### config.mk
export PLATFORM = sky130hd
export DESIGN_NAME = sec_decoder_location_param
export DESIGN_NICKNAME = d
export VERILOG_FILES = /design/src/rtl/sec_decoder_location_param.sv
export SDC_FILE = /design/constraint.sdc
export NUM_CORES = 1
export LEC_CHECK = 0
export BUFFER_PORTS_ARGS = -buffer_cell sky130_fd_sc_hd__buf_2
export CAP_MARGIN = 30
export CORE_AREA = 5 5 90 92
export CTS_BUF_LIST = sky130_fd_sc_hd__clkbuf_8
export DETAILED_ROUTE_END_ITERATION = 7
export DIE_AREA = 0 0 95 97
export PLACE_DENSITY_LB_ADDON = 0.3
export SLEW_MARGIN = 20
export SYNTH_ARGS = -nofsm -noshare
export SYNTH_HDL_FRONTEND = slang
export SYNTH_SLANG_ARGS = --single-unit
### constraint.sdc
create_clock -name clk -period 3 [get_ports clk]
set_clock_uncertainty 0.1 [all_clocks]
set_input_delay 0.6 -clock clk [delete_from_list [all_inputs] [get_ports clk]]
set_output_delay 0.6 -clock clk [all_outputs]
set_load 0.005 [all_outputs]
### src/rtl/sec_decoder_location_param.sv
// sec_decoder_location_param: sequential Hamming SEC decoder with a LANES-wide iterative error-location search.
// Optional build macro SEC_DED_EN adds an overall-parity bit (W MSB) for double-error detection.
`default_nettype none

module sec_decoder_location_param #(
    parameter int DATA_BITS = 24,
    parameter int PAR_BITS  = 5,
    parameter int LANES     = 4,
    localparam int HAM_BITS = DATA_BITS + PAR_BITS,
`ifdef SEC_DED_EN
    localparam int CW_BITS  = HAM_BITS + 1
`else
    localparam int CW_BITS  = HAM_BITS
`endif
) (
    input  logic                 clk,
    input  logic                 rst_n,
    input  logic                 in_valid,
    output logic                 in_ready,
    input  logic [CW_BITS-1:0]   W,
    output logic                 found,
    input  logic                 out_ready,
    output logic [DATA_BITS-1:0] N,
    output logic                 err_corrected,
    output logic                 err_uncorrectable,
    output logic [PAR_BITS-1:0]  err_pos
);

    // Search pointer must hold HAM_BITS+LANES and also the zero-extended syndrome.
    localparam int POS_RAW = $clog2(HAM_BITS + LANES + 1);
    localparam int POS_W   = (POS_RAW > PAR_BITS) ? POS_RAW : PAR_BITS + 1;

    localparam logic [POS_W-1:0] C_HAM_POS = POS_W'(HAM_BITS);
    localparam logic [POS_W-1:0] C_LANES   = POS_W'(LANES);

    localparam logic [1:0] S_IDLE   = 2'd0;
    localparam logic [1:0] S_SYND   = 2'd1;
    localparam logic [1:0] S_SEARCH = 2'd2;
    localparam logic [1:0] S_DONE   = 2'd3;

    logic [1:0]           r_state;
    logic [CW_BITS-1:0]   r_cw;
    logic [PAR_BITS-1:0]  r_synd;
    logic                 r_synd_vld;
    logic [POS_W-1:0]     r_pos;
    logic [DATA_BITS-1:0] r_n;
    logic                 r_corr;
    logic                 r_unc;
    logic [PAR_BITS-1:0]  r_err_pos;
`ifdef SEC_DED_EN
    logic                 r_par;
    logic                 w_par;
`endif

    logic [PAR_BITS-1:0]  w_synd;
    logic [POS_W-1:0]     w_synd_ext;
    logic                 w_hit;
    logic                 w_fix_en;
    logic [DATA_BITS-1:0] w_data;

    always_comb begin
        w_synd = '0;
        for (int i = 1; i <= HAM_BITS; i++) begin
            if (r_cw[i-1]) begin
                w_synd = w_synd ^ PAR_BITS'(i);
            end
        end
    end

`ifdef SEC_DED_EN
    assign w_par = ^r_cw;
`endif

    assign w_synd_ext = {{(POS_W-PAR_BITS){1'b0}}, r_synd};

    // Lane l examines position r_pos+l; lanes past the Hamming range never match.
    always_comb begin
        w_hit = 1'b0;
        for (int l = 0; l < LANES; l++) begin
            if (((r_pos + POS_W'(l)) == w_synd_ext) &&
                ((r_pos + POS_W'(l)) <= C_HAM_POS)) begin
                w_hit = 1'b1;
            end
        end
    end

    // Correction is only applied when the search hits; the flip targets position r_synd.
    assign w_fix_en = (r_state == S_SEARCH);

    for (genvar p = 1; p <= HAM_BITS; p++) begin : g_map
        if ((p & (p - 1)) != 0) begin : g_data
            assign w_data[p - 1 - $clog2(p + 1)] =
                r_cw[p-1] ^ (w_fix_en && (r_synd == PAR_BITS'(p)));
        end
    end

    always_ff @(posedge clk or negedge rst_n) begin
        if (!rst_n) begin
            r_state    <= S_IDLE;
            r_cw       <= '0;
            r_synd     <= '0;
            r_synd_vld <= 1'b0;
            r_pos      <= '0;
            r_n        <= '0;
            r_corr     <= 1'b0;
            r_unc      <= 1'b0;
            r_err_pos  <= '0;
`ifdef SEC_DED_EN
            r_par      <= 1'b0;
`endif
        end else begin
            case (r_state)
                S_IDLE: begin
                    if (in_valid) begin
                        r_cw       <= W;
                        r_synd_vld <= 1'b0;
                        r_corr     <= 1'b0;
                        r_unc      <= 1'b0;
                        r_err_pos  <= '0;
                        r_state    <= S_SYND;
                    end
                end
                S_SYND: begin
                    if (!r_synd_vld) begin
                        r_synd     <= w_synd;
                        r_synd_vld <= 1'b1;
`ifdef SEC_DED_EN
                        r_par      <= w_par;
`endif
                    end else begin
                        r_pos <= POS_W'(1);
                        r_n   <= w_data;
`ifdef SEC_DED_EN
                        if ((r_synd != '0) && !r_par) begin
                            r_unc   <= 1'b1;
                            r_state <= S_DONE;
                        end else if (r_synd == '0) begin
                            // Only the overall-parity bit can be wrong here.
                            r_corr  <= r_par;
                            r_state <= S_DONE;
                        end else if (w_synd_ext > C_HAM_POS) begin
                            r_unc   <= 1'b1;
                            r_state <= S_DONE;
                        end else begin
                            r_state <= S_SEARCH;
                        end
`else
                        if (r_synd == '0) begin
                            r_state <= S_DONE;
                        end else if (w_synd_ext > C_HAM_POS) begin
                            r_unc   <= 1'b1;
                            r_state <= S_DONE;
                        end else begin
                            r_state <= S_SEARCH;
                        end
`endif
                    end
                end
                S_SEARCH: begin
                    if (w_hit) begin
                        r_n       <= w_data;
                        r_corr    <= 1'b1;
                        r_err_pos <= r_synd;
                        r_state   <= S_DONE;
                    end else begin
                        r_pos <= r_pos + C_LANES;
                    end
                end
                S_DONE: begin
                    if (out_ready) begin
                        r_state <= S_IDLE;
                    end
                end
                default: r_state <= S_IDLE;
            endcase
        end
    end

    assign in_ready          = (r_state == S_IDLE);
    assign found             = (r_state == S_DONE);
    assign N                 = r_n;
    assign err_corrected     = r_corr;
    assign err_uncorrectable = r_unc;
    assign err_pos           = r_err_pos;

endmodule

`default_nettype wire

==> summary.txt, run 1 <==
Setup Viol. Count Final - 0
Total chip power - 7.25 mW
Resize count post-CTS - 0
Yosys reg bits - 73
Avg Cell Area, Syn - 11.7 um^2
Net switching power of the design - 2.83 mW
Worst endpoint data arrival time - 2.77 ns
DRT Wirelength - 8940 um
Sort of element at the start of the critical path - flop
Placed cells - 509
R2r worst-path depth - 8
I/O pin total - 66
Number of nets at the end of the flow - 460
Largest incremental delay on the critical path - 0.46 ns
Transition time at the pin with the least slew margin - 0.700 ns
Post-detailed-route DRC marker count - 0
Min Tclk post-route - 2.62 ns
Internal portion of total power - 4.43 mW
Largest driver fanout on the critical path - 24
Share of the synthesized area in the top cell type - 0.446
Max_cap viols - 0
Total setup buffers inserted after CTS - 0
Net switching fraction of the power - 0.389
Final-report hold violation count - 0
First-pass GRT wire length - 15000 um
Standby leakage power - 2.18 nW
Final count of pins violating max slew - 0
Die width - 95 um
Most used standard cell by instance count after synthesis - dfrtp_1
CTS Hold Buffers Added - 0
Final core utilization - 0.671
Worst-case clock buffer depth - 2
Maximum vdd ir drop - 0.000722 V
Unique cell type count in the Yosys netlist - 43
Critical path type - reg -> reg
Source-to-sink clock delay at the later pin of the worst-skew pair - 0.35 ns
Layout fillers - 569
Leading register cell type out of synthesis - dfrtp_1
Worst-case register-to-register setup slack - 0.38 ns
Root cell of the clock tree - clkbuf_8
Logic depth of the worst setup path including buffers - 8
Mapped Nets - 390
DR WL/cell - 17.0 um
Headroom to the max-slew limit - 0.526
Number of warning messages in the yosys log - 0
Unrepaired setup endpoints after global routing - false
Largest net degree at the start of global routing - 74
Number of cell rows - 31
CTS Sinks - 73
Kind of path behind the tightest hold check - in -> async
Layout cells sized above 1 - 0.362
Initial antenna violation count - 0
Post-Syn Area - 4090 um^2
1st-pass router iterations - 4
Post-route fraction of the period consumed by the critical path - 0.874
CP max-delay cell - dfrtp_1
Setup TNS after final layout - 0 ns
Via density per instance - 5.41
Total GRT Usage - 0.208
Run status - finished, final reports clean
Worst setup EP type - flop
Combinational cell fraction of total power - 0.588
Effective utilization at floorplan - 0.573
Critical Path, Cell by Cell - ha_1 -> and3_2 -> a211o_2 -> nor3_2 -> a211oi_4 -> nor2_4 -> buf_12 -> mux2_2
Synth top area cells - dfrtp_1 45%, xnor2_1 12%, mux2_2 9.4%
DIE HEIGHT - 97 um
Area delta synth->final - 17.0%
Fraction of the yosys area taken by sequential cells - 0.446
Buffering stage count on the worst path with inverters included - 1
HPWL reported at the end of detailed placement - 6530 um
Max frequency - 0.382 GHz
Count of nets left with antenna violations after detail routing - 0
Count of routing violations after the opening detailed-route iteration - 125
Share of power burned in the clock network - 0.134
Via count of the first global-routing pass - 3049
Routability Congestion - 0.840
Number of antenna repair diodes - 0
Part of the total power dissipated in sequential elements - 0.278
Total of buffers placed on input and output ports - 65
Power Density - 1520 nW/um^2
Inserted Clock Buffers - 9
Required time of the critical path - 3.14 ns
Worst-path clk slew - 0.09 ns
Die ar. - 9220 um^2
Fraction of registers with async set/reset - 1.00
Number of cells produced by synthesis - 351
Via total after detailed routing - 2838
Non-Filler Instances - 525
Area of the core region - 7140 um^2
Post-synthesis cell type with the largest combined area - dfrtp_1
Commonest cells post-synth - 73 x dfrtp_1, 55 x xnor2_1, 34 x mux2_2
Congestion Overflow GR - 0
Number of flops mapped to enable cells by yosys - 0
Count of H-tree levels built during CTS - 3
CTS tree - done
Delay-heaviest family, CP - simple AND/OR/NAND/NOR gates
## cell usage in the layout (no fill, tap or decap), drive strengths merged, types with 2 or more instances in the layout
cell    count
dfrtp      73
buf        72
xnor2      55
mux2       54
nor2       27
xor2       24
nand2      19
o21ai      13
clkbuf     10
a21oi       9
inv         6
ha          6
nand2b      5
a22o        5
nand4       4
nor4b       4
nand3       4
or3         3
nor2b       3
nand4b      3
bufinv      3
and3        3
or2         3
o41ai       2
clkinv      2
a211oi      2
## per-stage QoR
step	instance area (um^2)	hold slack [ns]	setup WS, ns
after floorplan	4090	0.204	0.528
after global placement	4530	0.387	0.464
after detailed placement	4530	0.390	0.384
after CTS	4790	0.171	0.375
after global routing	4790	0.166	0.223
final	4790	0.148	0.379
## power groups by stage
stage / Sequential (mW) / Clock (mW) / Combinational (mW)
after detailed placement: 2.02 / 0 / 4.29
final: 2.02 / 0.970 / 4.27
after global placement: 2.00 / 0 / 4.16
after global routing: 2.08 / 1.03 / 4.64
after CTS: 2.01 / 0.983 / 4.31
after floorplan: 1.87 / 0 / 3.58
## worst reg2reg max path: cells and delay by family (launching register included)
kind	cells	cell delay, ns
AND/OR/NAND/NOR	3	0.64
flip-flops	1	0.46
AO/OA/AOI/OAI	2	0.45
multiplexers	1	0.37
adder cells (fa/ha/maj)	1	0.28
buffers and inverters	1	0.22
## worst paths after layout
| path | from | to |
|---|---|---|
| worst max register to register | r_pos[2] | N[2] |
| max in group asynchronous | rst_n | r_cw[20] |
| min in group clk | W[15] | r_cw[15] |
| worst min-delay path | rst_n | r_state[0] |
| worst max-delay path | r_pos[2] | N[2] |
| worst min register to register | err_pos[1] | err_pos[1] |
## registers in the layout, summed over array words and instances, names as in the netlist
name               flops
r_state                2
r_synd                 5
err_corrected          1
N                     24
r_synd_vld             1
err_uncorrectable      1
r_cw                  29
r_pos                  5
err_pos                5
## final cells by class
class,count,area (um^2),area share
tap,99,124,0.0259
sequential,73,1830,0.382
timing repair buffer,72,403,0.0842
multi-input combinational,259,2160,0.451
clock buffer,10,138,0.0288
inverter,6,22.5,0.00471
clock inverter,6,115,0.0241
## cells by family (layout without fill, tap and decap cells)
group,count (synthesis),count (layout),share of synthesized area
buffers and inverters,19,94,0.0263
flip-flops,73,73,0.446
XOR/XNOR,79,79,0.169
AND/OR/NAND/NOR,81,81,0.103
multiplexers,55,55,0.169
adder cells (fa/ha/maj),6,6,0.0183
AO/OA/AOI/OAI,38,38,0.0670
## per-layer routing
metal  global-route usage  part of all wire
met2                0.344              0.50
met4               0.0788             0.018
met5                    0                 0
met1                0.265              0.43
met3               0.0403             0.044
No activity file was read; power rests on OpenSTA's default activity.
==> run 2, diff against run 1 <==
RECOVER_POWER = 100   (was default)
==> summary.txt, run 2 (same netlist as run 1, synthesis figures left out) <==
Sort of element at the start of the critical path - flop
Effective utilization at floorplan - 0.573
Congestion Overflow GR - 0
Critical path type - reg -> reg
Worst-path clk slew - 0.09 ns
Number of nets at the end of the flow - 460
CTS tree - done
Via count of the first global-routing pass - 3049
R2R Path End - N[4]
Top library cells by usage in the layout, fill and taps aside - 73 x dfrtp_1, 55 x xnor2_1, 52 x buf_2
Largest register FFs - 29
Layout cells sized above 1 - 0.286
I/O pin total - 66
Number of antenna repair diodes - 0
DRT Wirelength - 8980 um
Transition time at the pin with the least slew margin - 1.76 ns
Final-report hold violation count - 0
Run status - finished, violations left
DIE HEIGHT - 97 um
Total setup buffers inserted after CTS - 0
Via density per instance - 5.44
Required time of the critical path - 3.12 ns
Standby leakage power - 2.07 nW
Final count of pins violating max slew - 74
Min Tclk post-route - 2.65 ns
Area delta synth->final - 14.4%
Total GRT Usage - 0.208
Initial antenna violation count - 0
Placed cells - 509
Resize count post-CTS - 0
Maximum vdd ir drop - 0.000723 V
CTS Hold Buffers Added - 0
Count of routing violations after the opening detailed-route iteration - 93
Post-route fraction of the period consumed by the critical path - 0.884
Capture endpoint of the worst hold path - r_cw[15]
Number of cell rows - 31
Setup Viol. Count Final - 0
R2r worst-path depth - 8
Headroom to the max-slew limit - -0.173
1st-pass router iterations - 4
Count of H-tree levels built during CTS - 3
Non-Filler Instances - 525
Critical path launch point - r_pos[0]
Post-detailed-route DRC marker count - 0
Max frequency - 0.377 GHz
Power Density - 1480 nW/um^2
Setup TNS after final layout - 0 ns
Kind of path behind the tightest hold check - in -> reg
Worst-case register-to-register setup slack - 0.35 ns
CTS Sinks - 73
Root cell of the clock tree - clkbuf_8
Largest net degree at the start of global routing - 74
Via total after detailed routing - 2856
Worst endpoint data arrival time - 2.78 ns
Inserted Clock Buffers - 9
Worst-case clock buffer depth - 2
Most common library cell in the layout ignoring fill and taps - dfrtp_1
Count of nets left with antenna violations after detail routing - 0
Worst setup EP type - flop
HPWL reported at the end of detailed placement - 6530 um
Max_cap viols - 1
Violations in the final reports - max-capacitance violations, max-slew violations
Startpoint of the tightest hold check path - W[15]
Largest driver fanout on the critical path - 24
Die width - 95 um
Area of the core region - 7140 um^2
Hold-critical path depth - 2
Launching point of the worst reg2reg path - r_pos[0]
First-pass GRT wire length - 15000 um
DR WL/cell - 17.1 um
Source-to-sink clock delay at the later pin of the worst-skew pair - 0.35 ns
Unrepaired setup endpoints after global routing - false
Register name with the most flops - r_cw
Die ar. - 9220 um^2
Total of buffers placed on input and output ports - 65
Routability Congestion - 0.840
## run 2: cell types whose count changed in the layout (fill, tap and decap cells not counted), sizes merged
cell / delta
buf: -15
clkbuf: +15
## run 2: final cells by class
class / instances / area, um^2
clock buffer: 10 / 138
inverter: 6 / 22.5
tap: 99 / 124
clock inverter: 6 / 115
multi-input combinational: 259 / 2090
fill: 602 / 2460
sequential: 73 / 1830
timing repair buffer: 72 / 369
## run 2: worst max-delay path by stage
stage / to / slack (ns) / depth (start not counted)
final: N[4] / 0.35 / 8
after global routing: N[15] / 0.20 / 8
after CTS: N[2] / 0.38 / 8
after detailed placement: N[2] / 0.38 / 8
after global placement: N[1] / 0.46 / 8
after floorplan: N[10] / 0.53 / 8
## run 2: routing by layer
metal | wire (um) | vias up | track usage
met4 | 163 | 0 | 0.0788
li1 | - | 1341 | -
met5 | 0 | - | 0
met1 | 3920 | 1435 | 0.265
met3 | 370 | 16 | 0.0403
met2 | 4540 | 64 | 0.344
## run 2: power by group
part | switching (mW) | internal [mW] | leakage, nW
Clock | 0.394 | 0.578 | 0.123
Combinational | 1.84 | 2.12 | 1.06
Sequential | 0.551 | 1.46 | 0.886
## run 2: stage by stage
stage | hold WS, ns | utilization | setup WS [ns] | instance area, um^2 | total power [mW]
5_1_grt | 0.375 | 0.656 | 0.202 | 4680 | 7.43
4_1_cts | 0.171 | 0.671 | 0.375 | 4790 | 7.30
3_3_place_gp | 0.387 | 0.635 | 0.464 | 4530 | 6.17
2_1_floorplan | 0.204 | - | 0.528 | 4090 | 5.44
3_5_place_dp | 0.390 | 0.635 | 0.384 | 4530 | 6.31
6_report | 0.375 | 0.656 | 0.347 | 4680 | 6.94
## run 2: critical path, cell delays in order (launching register included)
cell,delay [ns]
dfrtp_1,0.50
ha_1,0.30
xnor2_1,0.15
o311ai_2,0.21
o21ai_0,0.25
a211oi_4,0.41
nor2_4,0.08
buf_12,0.17
mux2_1,0.34
